<file path="config.mk">
export PLATFORM = sky130hd
export DESIGN_NAME = regfile_wr_arbiter
export DESIGN_NICKNAME = d
export VERILOG_FILES = /design/src/rtl/rf_pkg.sv /design/src/rtl/rr_arbiter.sv /design/src/rtl/regfile_wr_arbiter.sv
export SDC_FILE = /design/constraint.sdc
export NUM_CORES = 1
export LEC_CHECK = 0
export BUFFER_PORTS_ARGS = -buffer_cell sky130_fd_sc_hd__buf_2
export CAP_MARGIN = 5
export CORE_MARGIN = 2
export CORE_UTILIZATION = 49
export CTS_BUF_LIST = sky130_fd_sc_hd__clkbuf_4 sky130_fd_sc_hd__clkbuf_8 sky130_fd_sc_hd__clkbuf_16
export DETAILED_ROUTE_END_ITERATION = 10
export GPL_TIMING_DRIVEN = 0
export PLACE_DENSITY = 0.86
export SYNTH_ARGS = -nofsm -noshare
export SYNTH_HDL_FRONTEND = slang
export SYNTH_SLANG_ARGS = --single-unit
</file>
<file path="constraint.sdc">
create_clock -name CLK -period 6.6 [get_ports CLK]
set_clock_uncertainty 0.15 [all_clocks]
set_input_delay 1.32 -clock CLK [delete_from_list [all_inputs] [get_ports CLK]]
set_output_delay 1.32 -clock CLK [all_outputs]
set_load 0.005 [all_outputs]
</file>
<file path="src/rtl/rf_pkg.sv">
// Shared constants for the register-file write arbiter: geometry, the
// architectural zero register and the writeback requester indices.
package rf_pkg;
    localparam int NREQ = 3;
    localparam int AW   = 5;
    localparam int DW   = 32;
    localparam int NREG = 32;
    localparam logic [AW-1:0] ZERO_REG = '0;

    typedef enum logic [1:0] {
        REQ_ALU  = 2'd0,
        REQ_LOAD = 2'd1,
        REQ_MDU  = 2'd2
    } req_id_e;
endpackage

</file>
<file path="src/rtl/rr_arbiter.sv">
// Round-robin arbiter: rotating priority starting at r_ptr, one-hot grant plus
// encoded index; the pointer moves past the winner only when a grant is issued.
module rr_arbiter #(
    parameter int N  = 3,
    parameter int IW = (N > 1) ? $clog2(N) : 1
) (
    input  logic          i_clk,
    input  logic          i_rst,
    input  logic [N-1:0]  i_req,
    output logic [N-1:0]  o_gnt,
    output logic [IW-1:0] o_idx
);
    localparam logic [IW:0]   LN   = (IW+1)'(N);
    localparam logic [IW-1:0] LAST = IW'(N-1);

    logic [IW-1:0]  r_ptr;
    logic [2*N-1:0] w_dbl;
    logic [N-1:0]   w_rot;
    logic           w_hit;
    logic [IW-1:0]  w_off;
    logic [IW:0]    w_sum;

    // Rotating right by the pointer puts the highest-priority requester at bit 0.
    assign w_dbl = {i_req, i_req} >> r_ptr;
    assign w_rot = w_dbl[N-1:0];

    always_comb begin
        w_hit = 1'b0;
        w_off = '0;
        for (int k = N-1; k >= 0; k--) begin
            if (w_rot[k]) begin
                w_hit = 1'b1;
                w_off = IW'(k);
            end
        end
        w_sum = {1'b0, r_ptr} + {1'b0, w_off};
        if (w_sum >= LN)
            w_sum = w_sum - LN;
        o_idx = w_sum[IW-1:0];
        o_gnt = (w_hit && !i_rst) ? (N'(1) << o_idx) : '0;
    end

    always_ff @(posedge i_clk) begin
        if (i_rst)
            r_ptr <= '0;
        else if (|o_gnt)
            r_ptr <= (o_idx == LAST) ? '0 : o_idx + IW'(1);
    end
endmodule

</file>
<file path="src/rtl/regfile_wr_arbiter.sv">
// Shares the register-file write port between writeback sources and keeps the
// pending-write scoreboard used by issue for RAW/WAW stalls.
module regfile_wr_arbiter #(
    parameter int NREQ = 3,
    parameter int AW   = 5,
    parameter int DW   = 32
) (
    input  logic               CLK,
    input  logic               RST,
    input  logic [NREQ-1:0]    REQ_VALID,
    input  logic [NREQ*AW-1:0] REQ_ADDR,
    input  logic [NREQ*DW-1:0] REQ_DATA,
    output logic [NREQ-1:0]    REQ_READY,
    output logic               RF_WE,
    output logic [AW-1:0]      RF_AWR,
    output logic [DW-1:0]      RF_DIN,
    output logic [1:0]         GRANT_ID,
    input  logic               RSV_VALID,
    input  logic [AW-1:0]      RSV_ADDR,
    output logic [31:0]        BUSY
);
    import rf_pkg::*;

    localparam int IW = (NREQ > 1) ? $clog2(NREQ) : 1;

    logic [NREQ-1:0] w_gnt;
    logic [IW-1:0]   w_idx;
    logic            w_acc;
    logic [AW-1:0]   w_addr;
    logic [DW-1:0]   w_data;
    logic [NREG-1:0] w_busy_nxt;

    logic            r_we;
    logic [AW-1:0]   r_awr;
    logic [DW-1:0]   r_din;
    logic [1:0]      r_gid;
    logic [NREG-1:0] r_busy;

    rr_arbiter #(.N(NREQ)) u_arb (
        .i_clk (CLK),
        .i_rst (RST),
        .i_req (REQ_VALID),
        .o_gnt (w_gnt),
        .o_idx (w_idx)
    );

    assign w_acc = |w_gnt;

    always_comb begin
        w_addr = '0;
        w_data = '0;
        for (int i = 0; i < NREQ; i++) begin
            if (w_gnt[i]) begin
                w_addr = REQ_ADDR[i*AW +: AW];
                w_data = REQ_DATA[i*DW +: DW];
            end
        end
    end

    // A $zero write still completes its handshake; only the file write is suppressed.
    always_ff @(posedge CLK) begin
        if (RST) begin
            r_we  <= 1'b0;
            r_awr <= '0;
            r_din <= '0;
            r_gid <= '0;
        end else begin
            r_we <= w_acc && (w_addr != ZERO_REG);
            if (w_acc) begin
                r_awr <= w_addr;
                r_din <= w_data;
                r_gid <= 2'(w_idx);
            end
        end
    end

    // Clear on retirement, then set, so a same-edge reservation wins.
    always_comb begin
        w_busy_nxt = r_busy;
        if (r_we)
            w_busy_nxt[r_awr] = 1'b0;
        if (RSV_VALID && (RSV_ADDR != ZERO_REG))
            w_busy_nxt[RSV_ADDR] = 1'b1;
        w_busy_nxt[0] = 1'b0;
    end

    always_ff @(posedge CLK) begin
        if (RST)
            r_busy <= '0;
        else
            r_busy <= w_busy_nxt;
    end

    assign REQ_READY = w_gnt;
    assign RF_WE     = r_we;
    assign RF_AWR    = r_awr;
    assign RF_DIN    = r_din;
    assign GRANT_ID  = r_gid;
    assign BUSY      = r_busy;
endmodule

</file>
==> metrics.cfg, run 1 <==
[outcome]
status = finished, final reports clean

[worst_setup_path]
worstPathArrival_ns = 4.22
cp_slowest_cell = fa_1
start_kind = input port
cp_common_cell = inv_1
cp.required_ns = 5.13
worstSetupEndpointType = output pin
reg2regPathDepth = 15
crit_chain = buf_2, inv_1, nor3_1, a31oi_1, o21ai_0, ha_1, inv_1, fa_1, inv_1, ha_1, nand2b_4, o22ai_1, nand2_1, nor2_1, buf_2
critPathKind = in -> out
worstPathMaxFanout = 7
max_stage_delay_ns = 0.51

[logic_synthesis]
synth_top_area_share_pct = 39.8
synthTopCellsByArea = dfxtp_1, mux2i_1, o2bb2ai_1
syn_avg_cell_area_um2 = 8.58
async_flop_share_pct = 0
synth-seq-cells = 73
syn_area_um2 = 3670
synthCells = 428
synth_commonest_cells = dfxtp_1, nand2_1, nor2_1, a21oi_1, mux2i_1
yosys.cell_types.count = 39
yosysTopAreaCell = dfxtp_1
synth_top_flop_cell = dfxtp_1
yosysMostFrequentCell = dfxtp_1
ys_warn_count = 0
synth_edf_count = 0
syn_nets = 553
seq_area_frac_synth_pct = 39.8

[finish]
drive_above_1_share_pct = 36.4
multi_input_area_um2 = 2000
n_antenna_cell = 0
final_cell_count_no_fill = 737
n_fill_cell = 621
seqCellArea_um2 = 1460
nets = 758
syn_to_final_growth_pct = 34.3

[drt]
first_pass_iters = 5
via_count = 4077
drt-initial-drc-count = 257
routed_wl_um = 11500
drt-vias-per-instance = 5.53
ant_nets = 0
drc = 0
wl_per_cell_um = 15.6

[timing]
rsz0062_at_grt = no
hold_viol = 0
period_minus_slack_ns = 5.69
tightest_slew_ns = 0.937
setup_violations = 0
setup-tns-final_ns = 0
maxSlewViolCount = 0
slew_headroom_pct = 37.4
max_freq_mhz = 176
fin_crit_sh_pct = 86.3

[clock_tree]
cts_setup_buffers = 0
clock_insertion_delay_worst_skew_ns = 0.35
cts_tree = built
cts_made_buffers = 9
cts_buffer_depth = 2
htreeDepth = 3
clk_pin_slew_worst_paths_ns = 0.07
cts_sinks = 73
cts-root-buf = clkbuf_8
cts.hold.buffers_added = 0
cts_resized = 0

[grt]
grt_pass1_wl_um = 18600
track_usage_pct = 28.0
grt_pass1_vias = 3968
antenna_found_initial = 0
gr-total-overflow = 0
grt_max_degree = 13

[power]
sw_frac_of_total_pct = 45.2
intPower_w = 0.00142
p_seq_share_pct = 25.3
power_density_nw_per_um2 = 524
p_clk_share_pct = 11.9
power_frac_comb_pct = 62.8
ir_worst_vdd_mv = 0.378
p_leak_nw = 2.28
switchingPower_w = 0.00117

[job]
maxCapViolations = 0

[die]
rows = 31
dieArea_um2 = 8200
fp.dieH_um = 90.6
boundaryPins = 197
die_width_um = 90.6
floorplan.initialDensity_pct = 50.6
core_um2 = 7250

[min_path]
min_path_cells = 2
hold_class = reg -> reg

[place]
io_buffers = 194
placed_cells = 721
dp_hpwl_um = 8960
gp_congestion = 0.906

## layout make-up
class | instances | share of cell area (%)
multi-input combinational | 314 | 40.5
sequential | 73 | 29.6
timing repair buffer | 194 | 19.7
buffer | 33 | 3.73
clock buffer | 10 | 2.66
tap | 99 | 2.51
clock inverter | 6 | 0.710
inverter | 8 | 0.609
## worst max-delay path: cells and delay by family
family / cells / cell delay, ns
fa+ha+maj: 3 / 0.89
simple gates: 4 / 0.85
compound gates: 3 / 0.72
buf+inv: 5 / 0.45
## power by group through the flow
stage / combinational (W) / sequential, W / clock, W
detailed placement: 0.00162 / 0.000657 / 0
floorplan: 0.00115 / 0.000657 / 0
global placement: 0.00157 / 0.000653 / 0
CTS: 0.00162 / 0.000650 / 0.000309
global route: 0.00177 / 0.000667 / 0.000329
finish: 0.00162 / 0.000653 / 0.000307
## logic make-up after synthesis
logic type	Yosys count	synth area share, %
AO/OA/AOI/OAI	149	26.7
AND/OR/NAND/NOR	123	15.6
flip-flops	73	39.8
buffers and inverters	41	5.83
multiplexers	38	10.7
adder cells (fa/ha/maj)	3	1.23
other	1	0.102
## final timing paths
| check | start | to | slack [ns] |
|---|---|---|---|
| worst min-delay path | GRANT_ID[0] | GRANT_ID[0] | 0.31 |
| worst max-delay path | REQ_VALID[0] | REQ_READY[0] | 0.91 |
| worst max register to register | u_arb.r_ptr[0] | RF_AWR[3] | 2.97 |
| worst min register to register | GRANT_ID[0] | GRANT_ID[0] | 0.31 |
## metal layers
| metal | up-vias | share of wire [%] | GRT usage (%) |
|---|---|---|---|
| li1 | 1969 | - | - |
| met1 | 1843 | 38 | 31.7 |
| met2 | 226 | 51 | 50.6 |
| met3 | 39 | 7.8 | 5.01 |
| met4 | 0 | 3.3 | 13.2 |
| met5 | - | 0 | 0 |
## flip-flops by register name (all words and copies together), names as in the netlist
| register | flops |
|---|---|
| RF_WE | 1 |
| RF_AWR | 5 |
| u_arb.r_ptr | 2 |
| BUSY | 31 |
| RF_DIN | 32 |
| GRANT_ID | 2 |
## placed cells by master (no fill, tap or decap), types with 3 or more instances in the layout
cell / instances
a21oi_1: 37
nand2_1: 46
dfxtp_1: 73
a22oi_1: 33
mux2i_1: 37
clkbuf_1: 18
nor3_1: 6
inv_1: 8
and3_1: 4
clkinv_2: 4
buf_4: 3
a31oi_1: 4
buf_6: 4
o2bb2ai_1: 33
clkbuf_8: 9
nor3b_1: 4
nor2_1: 45
o21ai_0: 36
nand3b_1: 6
buf_2: 200
## per-stage QoR
step | setup slack, ns | total power, W | hold slack, ns | util [%] | area, um^2
2_1_floorplan | 1.54 | 0.00181 | 0.303 | - | 3670
3_3_place_gp | 1.06 | 0.00222 | 0.294 | 65.7 | 4770
3_5_place_dp | 0.959 | 0.00227 | 0.300 | 65.7 | 4770
4_1_cts | 0.933 | 0.00258 | 0.312 | 68.0 | 4930
5_1_grt | 0.696 | 0.00277 | 0.330 | 68.0 | 4930
6_report | 0.907 | 0.00258 | 0.313 | 68.0 | 4930
No activity file was read; power rests on OpenSTA's default activity.
==> run 2, diff against run 1 <==
Settings changed: CORE_UTILIZATION 49 to 50, CTS_BUF_LIST sky130_fd_sc_hd__clkbuf_4 sky130_fd_sc_hd__clkbuf_8 sky130_fd_sc_hd__clkbuf_16 to sky130_fd_sc_hd__clkbuf_4 sky130_fd_sc_hd__clkbuf_8, PLACE_DENSITY 0.86 to 0.88.
==> run 2 against run 1 <==
  * Die area shrank 1.9%
  * Setup slack gained 0.030 ns
  * Power grew 1.5%
  * Non-clock buffer count is the same
  * Worst hold slack gained 0.0027 ns
  * Routed wire length grew 4.3%
  * Highest routed layer unchanged
  * Critical path type unchanged
  * Count of clock-buffer cells in the layout shrank 1
  * Utilization grew 1.0 points
  * First-iteration DRC count shrank 31%
  * Final area grew 0.38%
  * Combinational power is essentially flat
  * Largest power group unchanged
  * Via count grew 1.6%
==> metrics.cfg, run 2 (same netlist as run 1, synthesis figures left out) <==
[drt]
via_count = 4143
routed_wl_um = 12000
drc = 0
drt-initial-drc-count = 177
drt-vias-per-instance = 5.62
ant_nets = 0
first_pass_iters = 5
wl_per_cell_um = 16.3

[worst_setup_path]
crit_chain = buf_2, inv_1, and3_1, o21ai_0, a21oi_1, a41oi_1, fa_1, inv_1, ha_1, nand2b_4, o22ai_1, nand2_1, nor2_1, buf_2
crit_family = compound AO/OA/AOI/OAI gates
start_kind = input port
crit_buf_inv = 4
cp_slowest_cell = fa_1
worstPathArrival_ns = 4.19
max_stage_delay_ns = 0.57
worstSetupEndpointType = output pin
worstPathMaxFanout = 7
critPathKind = in -> out
cp.required_ns = 5.13

[die]
core_um2 = 7180
fp.dieH_um = 89.7
boundaryPins = 197
dieArea_um2 = 8050
rows = 31
floorplan.initialDensity_pct = 51.2
die_width_um = 89.7

[grt]
track_usage_pct = 29.5
antenna_found_initial = 0
gr-total-overflow = 0
grt_pass1_vias = 4187
grt_pass1_wl_um = 19500
grt_max_degree = 16

[timing]
hold_ws_ns = 0.316
setup-tns-final_ns = 0
max_freq_mhz = 177
maxSlewViolCount = 0
fin_ws_ns = 0.937
period_minus_slack_ns = 5.66
setup_violations = 0
rsz0062_at_grt = no
tightest_slew_ns = 0.978
fin_crit_sh_pct = 85.8
hold_viol = 0
slew_headroom_pct = 34.7

[place]
dp_hpwl_um = 9300
io_buffers = 194
gp_congestion = 0.927
placed_cells = 721
post-place-ws_ns = 0.982

[min_path]
hold_class = reg -> reg

[finish]
final_cell_count_no_fill = 737
largest_reg_flops = 32
final_common_cell = buf_2
nets = 758
n_antenna_cell = 0
drive_above_1_share_pct = 36.4
syn_to_final_growth_pct = 34.9
n_fill_cell = 582
final_cell_mix = buf_2, dfxtp_1, nand2_1, nor2_1
final_util_pct = 69.0

[clock_tree]
cts_setup_buffers = 0
cts_buffer_depth = 2
cts.hold.buffers_added = 0
cts_made_buffers = 9
cts_sinks = 73
cts_tree = built
cts-root-buf = clkbuf_8
clock_insertion_delay_worst_skew_ns = 0.35
cts_resized = 0
htreeDepth = 3
clk_pin_slew_worst_paths_ns = 0.08

[power]
ir_worst_vdd_mv = 0.412
p_leak_nw = 2.28
power_density_nw_per_um2 = 530

[job]
maxCapViolations = 0

[outcome]
status = finished, final reports clean

-- run 2: cell count changes in the layout (fill, tap and decap cells not counted) --
| cell | before | now |
|---|---|---|
| clkinv_4 | 0 | 1 |
| inv_6 | 0 | 3 |
| clkinv_2 | 4 | 0 |
| clkbuf_4 | 1 | 0 |
| inv_8 | 0 | 1 |
-- run 2: cell type report --
type	count	area, um^2	area share (%)
Multi-Input combinational cell	314	2000	40.3
Sequential cell	73	1460	29.5
Timing Repair Buffer	194	971	19.6
Buffer	33	184	3.71
Clock buffer	9	124	2.50
Tap cell	99	124	2.50
Clock inverter	7	61.3	1.24
Inverter	8	30.0	0.606
-- run 2: routing by layer --
metal | global-route usage (%) | routed length (um) | vias to the layer above
li1 | - | - | 1965
met1 | 32.9 | 4460 | 1897
met2 | 53.4 | 6220 | 243
met3 | 6.37 | 966 | 38
met4 | 14.0 | 373 | 0
met5 | 0 | 0 | -
-- run 2: worst register-to-register path, cell delays in order (launching register included) --
cell and delay (ns):
dfxtp_1 0.39, and3_1 0.18, o21ai_0 0.18, a21oi_1 0.11, a41oi_1 0.25, fa_1 0.48
inv_1 0.11, ha_1 0.19, nand2b_4 0.17, mux2i_4 0.47, buf_6 0.25, mux2i_1 0.29
o2bb2ai_1 0.12, a22oi_1 0.15, nor2_1 0.06
-- run 2: where the power goes --
group / total, W / internal [W] / switching [W]
logic: 0.00164 / 0.000708 / 0.000928
registers: 0.000653 / 0.000569 / 0.0000843
clock network: 0.000334 / 0.000144 / 0.000190
-- run 2: path summary, 6_finish.rpt --
| path | start | to | slack [ns] | depth (start not counted) |
|---|---|---|---|---|
| max | REQ_VALID[1] | REQ_READY[0] | 0.94 | 14 |
| min | GRANT_ID[0] | GRANT_ID[0] | 0.32 | 2 |
| max reg2reg | u_arb.r_ptr[0] | RF_DIN[24] | 2.94 | 14 |
| min reg2reg | GRANT_ID[0] | GRANT_ID[0] | 0.32 | 2 |
-- run 2: stage by stage --
stage	instance area (um^2)	power, W
6_report	4950	0.00262
5_1_grt	4950	0.00280
4_1_cts	4950	0.00261
3_5_place_dp	4770	0.00228
3_3_place_gp	4770	0.00222
2_1_floorplan	3670	0.00181
==> run 3, diff against run 2 <==
Settings changed: MAX_ROUTING_LAYER from default to met4.
==> run 3 against run 2 <==
  * Via count hardly changed
  * Maximum frequency is 0.25% lower
  * Power grew 0.68%
  * First-iteration DRC count down 2.8%
  * Sequential share of layout area shrank 0.13 points
  * Count of clock-buffer cells in the layout unchanged
  * Critical endpoint unchanged
  * Highest routed layer unchanged
  * Largest power group unchanged
  * Critical path depth rose by 1
==> metrics.cfg, run 3 (same netlist as run 1, synthesis figures left out) <==
[timing]
fin_ws_ns = 0.923
fin_crit_sh_pct = 86.0
setup-tns-final_ns = 0
period_minus_slack_ns = 5.68
hold_viol = 0
rsz0062_at_grt = no
tightest_slew_ns = 0.927
max_freq_mhz = 176
setup_violations = 0
slew_headroom_pct = 38.1
maxSlewViolCount = 0

[power]
total_power_w = 0.00264
p_leak_nw = 2.29
p_clk_share_pct = 13.6
power_frac_comb_pct = 61.7
p_seq_share_pct = 24.7
power_density_nw_per_um2 = 531
switchingPower_w = 0.00119
sw_frac_of_total_pct = 44.9
intPower_w = 0.00146
ir_worst_vdd_mv = 0.366

[job]
maxCapViolations = 0

[place]
io_buffers = 194
post-place-ws_ns = 0.958
dp_hpwl_um = 9120
gp_congestion = 0.943

[drt]
via_count = 4139
routed_wl_um = 11800
ant_nets = 0
drt-initial-drc-count = 172
first_pass_iters = 5
drc = 0
drt-vias-per-instance = 5.60
wl_per_cell_um = 16.0

[grt]
antenna_found_initial = 1
track_usage_pct = 29.0
grt_pass1_vias = 3864
grt_max_degree = 15
gr-total-overflow = 0
grt_pass1_wl_um = 18500

[clock_tree]
cts_made_buffers = 9
htreeDepth = 3
cts.hold.buffers_added = 0
clock_insertion_delay_worst_skew_ns = 0.35
cts_resized = 0
cts-root-buf = clkbuf_8
clk_pin_slew_worst_paths_ns = 0.07
cts_setup_buffers = 0
cts_buffer_depth = 2
cts_sinks = 73
cts_tree = built

[finish]
final_common_cell = buf_2
final_cell_mix = buf_2, dfxtp_1, nand2_1, nor2_1
nets = 758
syn_to_final_growth_pct = 35.4
largest_reg_flops = 32
n_fill_cell = 585
multi_input_area_um2 = 2000
final_util_pct = 69.3
seqCellArea_um2 = 1460
drive_above_1_share_pct = 36.4

[die]
core_um2 = 7180
floorplan.initialDensity_pct = 51.2
dieArea_um2 = 8050
die_width_um = 89.7
rows = 31
fp.dieH_um = 89.7
boundaryPins = 197

[min_path]
hold_class = reg -> reg
hold_start = GRANT_ID[0]

[worst_setup_path]
cp.required_ns = 5.13
rr_startpoint = u_arb.r_ptr[0]
critPathKind = in -> out
worstPathArrival_ns = 4.21
worstPathMaxFanout = 7
start_kind = input port
startpoint = REQ_VALID[0]
worstSetupEndpointType = output pin

[outcome]
status = finished, final reports clean

[run 3: layer usage]
metal | up-vias | wire length (um) | global-route usage, %
met2 | 227 | 6050 | 49.6
met3 | 28 | 1010 | 7.38
met1 | 1910 | 4450 | 32.4
li1 | 1974 | - | -
met5 | - | 0 | -
met4 | 0 | 319 | 12.6
[run 3: path summary, 6_finish.rpt]
path	to	slack [ns]	cells after the start
hold / removal	GRANT_ID[0]	0.32	2
hold reg to reg	GRANT_ID[0]	0.32	2
setup / recovery	REQ_READY[0]	0.92	15
setup reg to reg	RF_WE	2.97	15
[run 3: metrics by stage]
stage	cells	cell area, um^2	hold slack [ns]
after floorplan	428	3670	0.303
after global placement	721	4770	0.294
after detailed placement	721	4770	0.308
after CTS	737	4970	0.319
after global routing	738	4970	0.334
final	739	4970	0.316
[run 3: final cells by class]
type / instances / share of cell area, %
timing repair buffer: 194 / 19.5
multi-input combinational: 314 / 40.2
clock buffer: 9 / 2.49
inverter: 8 / 0.604
buffer: 33 / 3.70
tap: 99 / 2.49
clock inverter: 7 / 1.56
antenna: 2 / 0.101
sequential: 73 / 29.4
[run 3: power groups by stage]
| stage | clock network (W) | logic (W) | registers, W |
|---|---|---|---|
| 6_report | 0.000358 | 0.00163 | 0.000652 |
| 5_1_grt | 0.000381 | 0.00175 | 0.000667 |
| 4_1_cts | 0.000363 | 0.00162 | 0.000648 |
| 3_5_place_dp | 0 | 0.00162 | 0.000654 |
| 3_3_place_gp | 0 | 0.00157 | 0.000651 |
| 2_1_floorplan | 0 | 0.00115 | 0.000657 |
[run 3: critical path, cell delays in order]
cell,delay [ns]
buf_2,0.13
inv_1,0.06
nor3_1,0.15
a31oi_1,0.06
o21ai_0,0.17
ha_1,0.17
inv_1,0.05
fa_1,0.50
inv_1,0.07
ha_1,0.21
nand2b_4,0.17
o22ai_1,0.49
nand2_1,0.30
nor2_1,0.22
buf_2,0.14
